$ cat src/rtl/byte_framer_pkg.sv
// byte_framer shared types and defaults.
// Imported by the framer and its idle timer.
package byte_framer_pkg;

  localparam int DEF_DATA_W = 8;
  localparam int DEF_LEN_W  = 8;
  localparam int DEF_TO_W   = 8;
  localparam int DEF_FCNT_W = 16;

  typedef enum logic {
    S_IDLE = 1'b0,
    S_HOLD = 1'b1
  } state_t;

endpackage

$ cat src/rtl/frm_idle_timer.sv
// Idle timer for the held byte of byte_framer.
// Pulses expire on the edge completing T idle cycles.
module frm_idle_timer
  import byte_framer_pkg::*;
#(
  parameter int TO_W = DEF_TO_W
)(
  input  logic            clk,
  input  logic            rst_n,
  input  logic            active,
  input  logic            clr,
  input  logic [TO_W-1:0] timeout,
  output logic            expire
);

  logic [TO_W-1:0] t_q;
  logic [TO_W:0]   t_inc;

  assign t_inc = {1'b0, t_q} + 1'b1;

  assign expire = active
               && (timeout != '0)
               && (t_inc >= {1'b0, timeout});

  // Idle count: cleared on capture, saturates at timeout.
  always_ff @(posedge clk or negedge rst_n) begin
    if (!rst_n) begin
      t_q <= '0;
    end else if (clr) begin
      t_q <= '0;
    end else if (active && (t_q < timeout)) begin
      t_q <= t_q + 1'b1;
    end
  end

endmodule

$ cat src/rtl/byte_framer.sv
// Byte stream framer: length/idle close, SOP/EOP,
// per-frame count and XOR checksum on the last byte.
module byte_framer
  import byte_framer_pkg::*;
#(
  parameter int DATA_W = DEF_DATA_W,
  parameter int LEN_W  = DEF_LEN_W,
  parameter int TO_W   = DEF_TO_W,
  parameter int FCNT_W = DEF_FCNT_W
)(
  input  logic              clk,
  input  logic              rst_n,
  input  logic [LEN_W-1:0]  cfg_frm_len,
  input  logic [TO_W-1:0]   cfg_timeout,
  input  logic [DATA_W-1:0] din,
  input  logic              din_vld,
  output logic [DATA_W-1:0] dout,
  output logic              dout_vld,
  output logic              dout_sop,
  output logic              dout_eop,
  output logic [LEN_W-1:0]  dout_cnt,
  output logic [DATA_W-1:0] dout_chk,
  output logic [FCNT_W-1:0] frm_cnt
);

  state_t state_q;
  state_t state_d;

  logic [DATA_W-1:0] hold_q;
  logic              last_q;
  logic              last_d;
  logic [LEN_W-1:0]  cnt_q;
  logic [LEN_W-1:0]  cnt_d;
  logic [LEN_W-1:0]  cnt_base;
  logic [DATA_W-1:0] acc_q;
  logic [DATA_W-1:0] acc_d;
  logic [DATA_W-1:0] acc_base;
  logic [LEN_W-1:0]  len_eff;
  logic              sop_pend_q;
  logic              held;
  logic              expire;
  logic              emit;
  logic              emit_eop;

  assign held    = (state_q == S_HOLD);
  assign len_eff = (cfg_frm_len == '0)
                 ? LEN_W'(1) : cfg_frm_len;

  frm_idle_timer #(
    .TO_W (TO_W)
  ) u_timer (
    .clk     (clk),
    .rst_n   (rst_n),
    .active  (held),
    .clr     (din_vld),
    .timeout (cfg_timeout),
    .expire  (expire)
  );

  // Emission and frame-total bookkeeping for this edge.
  always_comb begin
    emit     = 1'b0;
    emit_eop = 1'b0;
    if (held) begin
      emit     = last_q || din_vld || expire;
      emit_eop = last_q || (!din_vld && expire);
    end
    cnt_base = emit_eop ? '0 : cnt_q;
    acc_base = emit_eop ? '0 : acc_q;
    cnt_d    = cnt_base;
    acc_d    = acc_base;
    last_d   = last_q;
    if (din_vld) begin
      cnt_d  = cnt_base + 1'b1;
      acc_d  = acc_base ^ din;
      last_d = (cnt_d >= len_eff);
    end
  end

  // Next-state: hold stays busy while bytes keep arriving.
  always_comb begin
    state_d = state_q;
    unique case (state_q)
      S_IDLE: begin
        if (din_vld) state_d = S_HOLD;
      end
      S_HOLD: begin
        if (din_vld)   state_d = S_HOLD;
        else if (emit) state_d = S_IDLE;
      end
    endcase
  end

  // State register.
  always_ff @(posedge clk or negedge rst_n) begin
    if (!rst_n) state_q <= S_IDLE;
    else        state_q <= state_d;
  end

  // Hold register, frame totals and registered outputs.
  always_ff @(posedge clk or negedge rst_n) begin
    if (!rst_n) begin
      hold_q     <= '0;
      last_q     <= 1'b0;
      cnt_q      <= '0;
      acc_q      <= '0;
      sop_pend_q <= 1'b1;
      dout       <= '0;
      dout_vld   <= 1'b0;
      dout_sop   <= 1'b0;
      dout_eop   <= 1'b0;
      dout_cnt   <= '0;
      dout_chk   <= '0;
      frm_cnt    <= '0;
    end else begin
      cnt_q    <= cnt_d;
      acc_q    <= acc_d;
      last_q   <= last_d;
      dout_vld <= emit;
      dout_sop <= emit && sop_pend_q;
      dout_eop <= emit_eop;
      if (din_vld) hold_q <= din;
      if (emit) begin
        dout       <= hold_q;
        dout_cnt   <= cnt_q;
        dout_chk   <= acc_q;
        sop_pend_q <= emit_eop;
      end
      if (emit_eop) frm_cnt <= frm_cnt + 1'b1;
    end
  end

endmodule

$ cat config.mk
export PLATFORM = sky130hd
export DESIGN_NAME = byte_framer
export DESIGN_NICKNAME = d
export VERILOG_FILES = /design/src/rtl/byte_framer_pkg.sv /design/src/rtl/frm_idle_timer.sv /design/src/rtl/byte_framer.sv
export SDC_FILE = /design/constraint.sdc
export NUM_CORES = 1
export LEC_CHECK = 0
export BUFFER_PORTS_ARGS = -buffer_cell sky130_fd_sc_hd__buf_4
export CAP_MARGIN = 20
export CORE_MARGIN = 2
export CORE_UTILIZATION = 40
export CTS_BUF_LIST = sky130_fd_sc_hd__clkbuf_4 sky130_fd_sc_hd__clkbuf_8 sky130_fd_sc_hd__clkbuf_16
export DETAILED_ROUTE_END_ITERATION = 10
export PLACE_DENSITY = 0.69
export SLEW_MARGIN = 5
export SYNTH_ARGS = -nofsm -noshare
export SYNTH_HDL_FRONTEND = slang
export SYNTH_SLANG_ARGS = --single-unit
$ cat constraint.sdc
create_clock -name clk -period 5 [get_ports clk]
set_clock_uncertainty 0.1 [all_clocks]
set_input_delay 0.5 -clock clk [delete_from_list [all_inputs] [get_ports clk]]
set_output_delay 0.5 -clock clk [all_outputs]
set_load 0.01 [all_outputs]
==> flow_metrics.tcl <==
set metrics [dict create \
    outcome "finished, final reports clean" \
    hold_fails_final_rpt 0 \
    synthesis.nets 426 \
    dpl_hpwl_um 5860 \
    cp_data_arrival_time_ps 4700 \
    path_clk_slew_ps 90 \
    fin_tns_setup_ps 0 \
    cellLeakagePower_uw 0.00242 \
    synth.yosys.warnings 0 \
    fmax_mhz 219 \
    synth_seq_area_share_pct 48.0 \
    critPathKind "flop to flop" \
    ant_nets 0 \
    core_region_area_sq_um 9820 \
    postSynthRegisterBits 78 \
    dpl.cell_count 559 \
    die_height_um 105 \
    power.total_uw 1970 \
    cts_tree "built" \
    avg_cell_area_syn_sq_um 10.9 \
    tcrit_tclk_final_pct 91.3 \
    drive_gt1_share_pct 26.9 \
    postCtsSetupRepairBufs 0 \
    io-pin-count 70 \
    chipWidth_um 105 \
    syn-instance-count 372 \
    layoutNonFillerInstCount 575 \
    initial_utilization_pct 41.4 \
    detail_route.iter0.violations 155 \
    yosysUniqueCellTypes 45 \
    cellPowerDensity_nw_per_um2 404 \
    grt_max_degree 79 \
    drt-vias-per-instance 4.99 \
    antenna_cells_inserted 0 \
    path_max_fanout 16 \
    detail_route.drc_violations 0 \
    clk_root_buffer_cell "sky130_fd_sc_hd__clkbuf_8" \
    detail_route.wl_per_cell_um 14.1 \
    share_of_flip_flops_with_an_asynchronous_set_or_reset_pct 100 \
    worst_case_vdd_ir_drop_uv 186 \
    h-tree-depth 3 \
    die_area_sq_um 11000 \
    final_common_cell "sky130_fd_sc_hd__dfrtp_1" \
    start_kind "flop" \
    ys.flop_type "sky130_fd_sc_hd__dfrtp_1" \
    insertion_delay_ps 350 \
    critPathCaptureType "flop" \
    gp_routability_congestion 0.882 \
    drt_first_pass_iters 4 \
    globalRouteTotalUtil_pct 15.0 \
    min_path_type "input pin to async pin" \
    port_buffers 69 \
    final_cell_area_sq_um 4870 \
    antenna_violations_before_repair 0 \
    dr_total_vias 2870 \
    holdBufCountCts 0 \
    required_ps 5130 \
    total_setup_violations_reported_at_the_end_of_the_flow 0 \
    synth-edff-count 0 \
    routed_wirelength_um 8100 \
    clock-sinks 78 \
    layout.cells.most_common_list "77 x sky130_fd_sc_hd__dfrtp_1, 70 x sky130_fd_sc_hd__buf_4, 28 x sky130_fd_sc_hd__xnor2_1, 27 x sky130_fd_sc_hd__inv_1, 27 x sky130_fd_sc_hd__ha_1" \
    cts_buffers 9 \
    cts_max_path_buffers 2 \
    synth.cell_area_sq_um 4070 \
    placed_cell_area_sq_um 4670 \
    final-max-slew-violation-count 0 \
    std_cell_rows 36 \
    total_grt_overflow 0 \
    transition_time_at_the_pin_with_the_least_slew_margin_ps 964 \
    cts.repair.resized 0 \
    max_cap_viol_count 0 \
    wire_length_of_the_first_global_routing_pass_um 13400 \
    fill_cells 928 \
    rsz0062_at_grt "false" \
    timing.final.ws_setup_ps 437 \
    slew-limit-headroom_pct 35.7 \
    nNetsFinal 491 \
    flow.area_growth_from_synthesis_pct 19.9 \
    grt_pass1_vias 2770 \
    dp_slack_ps 478 \
    period_minus_slack_ps 4560 \
]
## where the power goes
group,leakage [uW],internal [uW],switching (uW)
Clock,0.000101,240,240
Sequential,0.000997,781,112
Combinational,0.00132,324,273
Total,0.00242,1350,626
## final timing paths
| kind | slack, ps | start | cells after the start | end |
|---|---|---|---|---|
| max in group asynchronous | 3980 | rst_n | 1 | dout_chk[0] |
| worst min register to register | 380 | sop_pend_q | 2 | sop_pend_q |
| min in group clk | 300 | din[3] | 3 | hold_q[3] |
| worst max register to register | 440 | u_timer.t_q[0] | 17 | last_q |
| worst max-delay path | 440 | u_timer.t_q[0] | 17 | last_q |
| worst min-delay path | 190 | rst_n | 1 | acc_q[1] |
## registers in the layout, indices dropped and copies added, names as in the netlist, 8 cells and up
signal / count
acc_q: 8
cnt_q: 8
dout: 8
u_timer.t_q: 8
hold_q: 8
dout_cnt: 8
dout_chk: 8
frm_cnt: 16
## worst max-delay path, cell delays in order (launching register included)
cell and delay, ps:
sky130_fd_sc_hd__dfrtp_1 430, sky130_fd_sc_hd__ha_1 250, sky130_fd_sc_hd__nand3_2 140, sky130_fd_sc_hd__nor2_1 250, sky130_fd_sc_hd__xor2_1 180, sky130_fd_sc_hd__ha_1 260, sky130_fd_sc_hd__a211oi_1 300, sky130_fd_sc_hd__o21ai_0 140
sky130_fd_sc_hd__a221o_1 430, sky130_fd_sc_hd__and2_1 390, sky130_fd_sc_hd__nor2b_1 190, sky130_fd_sc_hd__ha_1 260, sky130_fd_sc_hd__xor2_1 200, sky130_fd_sc_hd__ha_1 250, sky130_fd_sc_hd__a21o_1 160, sky130_fd_sc_hd__a211oi_1 250
sky130_fd_sc_hd__o21ai_0 130, sky130_fd_sc_hd__o211a_1 140
## kinds of logic after synthesis
| logic type | count (synthesis) | share of synthesized area, % |
|---|---|---|
| flip-flops | 78 | 48.0 |
| AO/OA/AOI/OAI | 56 | 9.60 |
| multiplexers | 26 | 7.26 |
| adder cells (fa/ha/maj) | 27 | 8.31 |
| AND/OR/NAND/NOR | 95 | 12.1 |
| XOR/XNOR | 47 | 10.1 |
| buffers and inverters | 43 | 4.56 |
## per-stage QoR
step	hold slack, ps	utilization [%]
2_1_floorplan	104	-
3_3_place_gp	362	47.6
3_5_place_dp	373	47.6
4_1_cts	234	49.6
5_1_grt	284	49.6
6_report	193	49.6
## cell usage after synthesis, types with 9 or more instances
cell type	instances	share of area, %
sky130_fd_sc_hd__nand2_1	21	1.9
sky130_fd_sc_hd__nand3_1	13	1.6
sky130_fd_sc_hd__dfrtp_1	77	47
sky130_fd_sc_hd__inv_1	27	2.5
sky130_fd_sc_hd__ha_1	27	8.3
sky130_fd_sc_hd__xor2_1	19	4.1
sky130_fd_sc_hd__o21ai_0	16	2.0
sky130_fd_sc_hd__mux2_2	24	6.6
sky130_fd_sc_hd__clkbuf_1	9	0.83
sky130_fd_sc_hd__nor2_1	22	2.0
sky130_fd_sc_hd__xnor2_1	28	6.0
sky130_fd_sc_hd__and3_1	10	1.5
## metal layers
metal | track usage, % | vias to the layer above | wire, um
met1 | 20.4 | 1399 | 3820
met3 | 2.43 | 7 | 279
li1 | - | 1406 | -
met4 | 5.43 | 0 | 99
met5 | 0 | - | 0
met2 | 24.4 | 58 | 3900
## cell type report
| class | instances | area [sq um] | share of cell area (%) |
|---|---|---|---|
| Multi-Input combinational cell | 251 | 1930 | 39.5 |
| Timing Repair Buffer | 70 | 526 | 10.8 |
| Clock inverter | 6 | 68.8 | 1.41 |
| Sequential cell | 78 | 1950 | 40.1 |
| Clock buffer | 10 | 131 | 2.70 |
| Inverter | 27 | 101 | 2.08 |
| Tap cell | 133 | 166 | 3.41 |
Note: power is estimated with default switching activity, not from simulation.
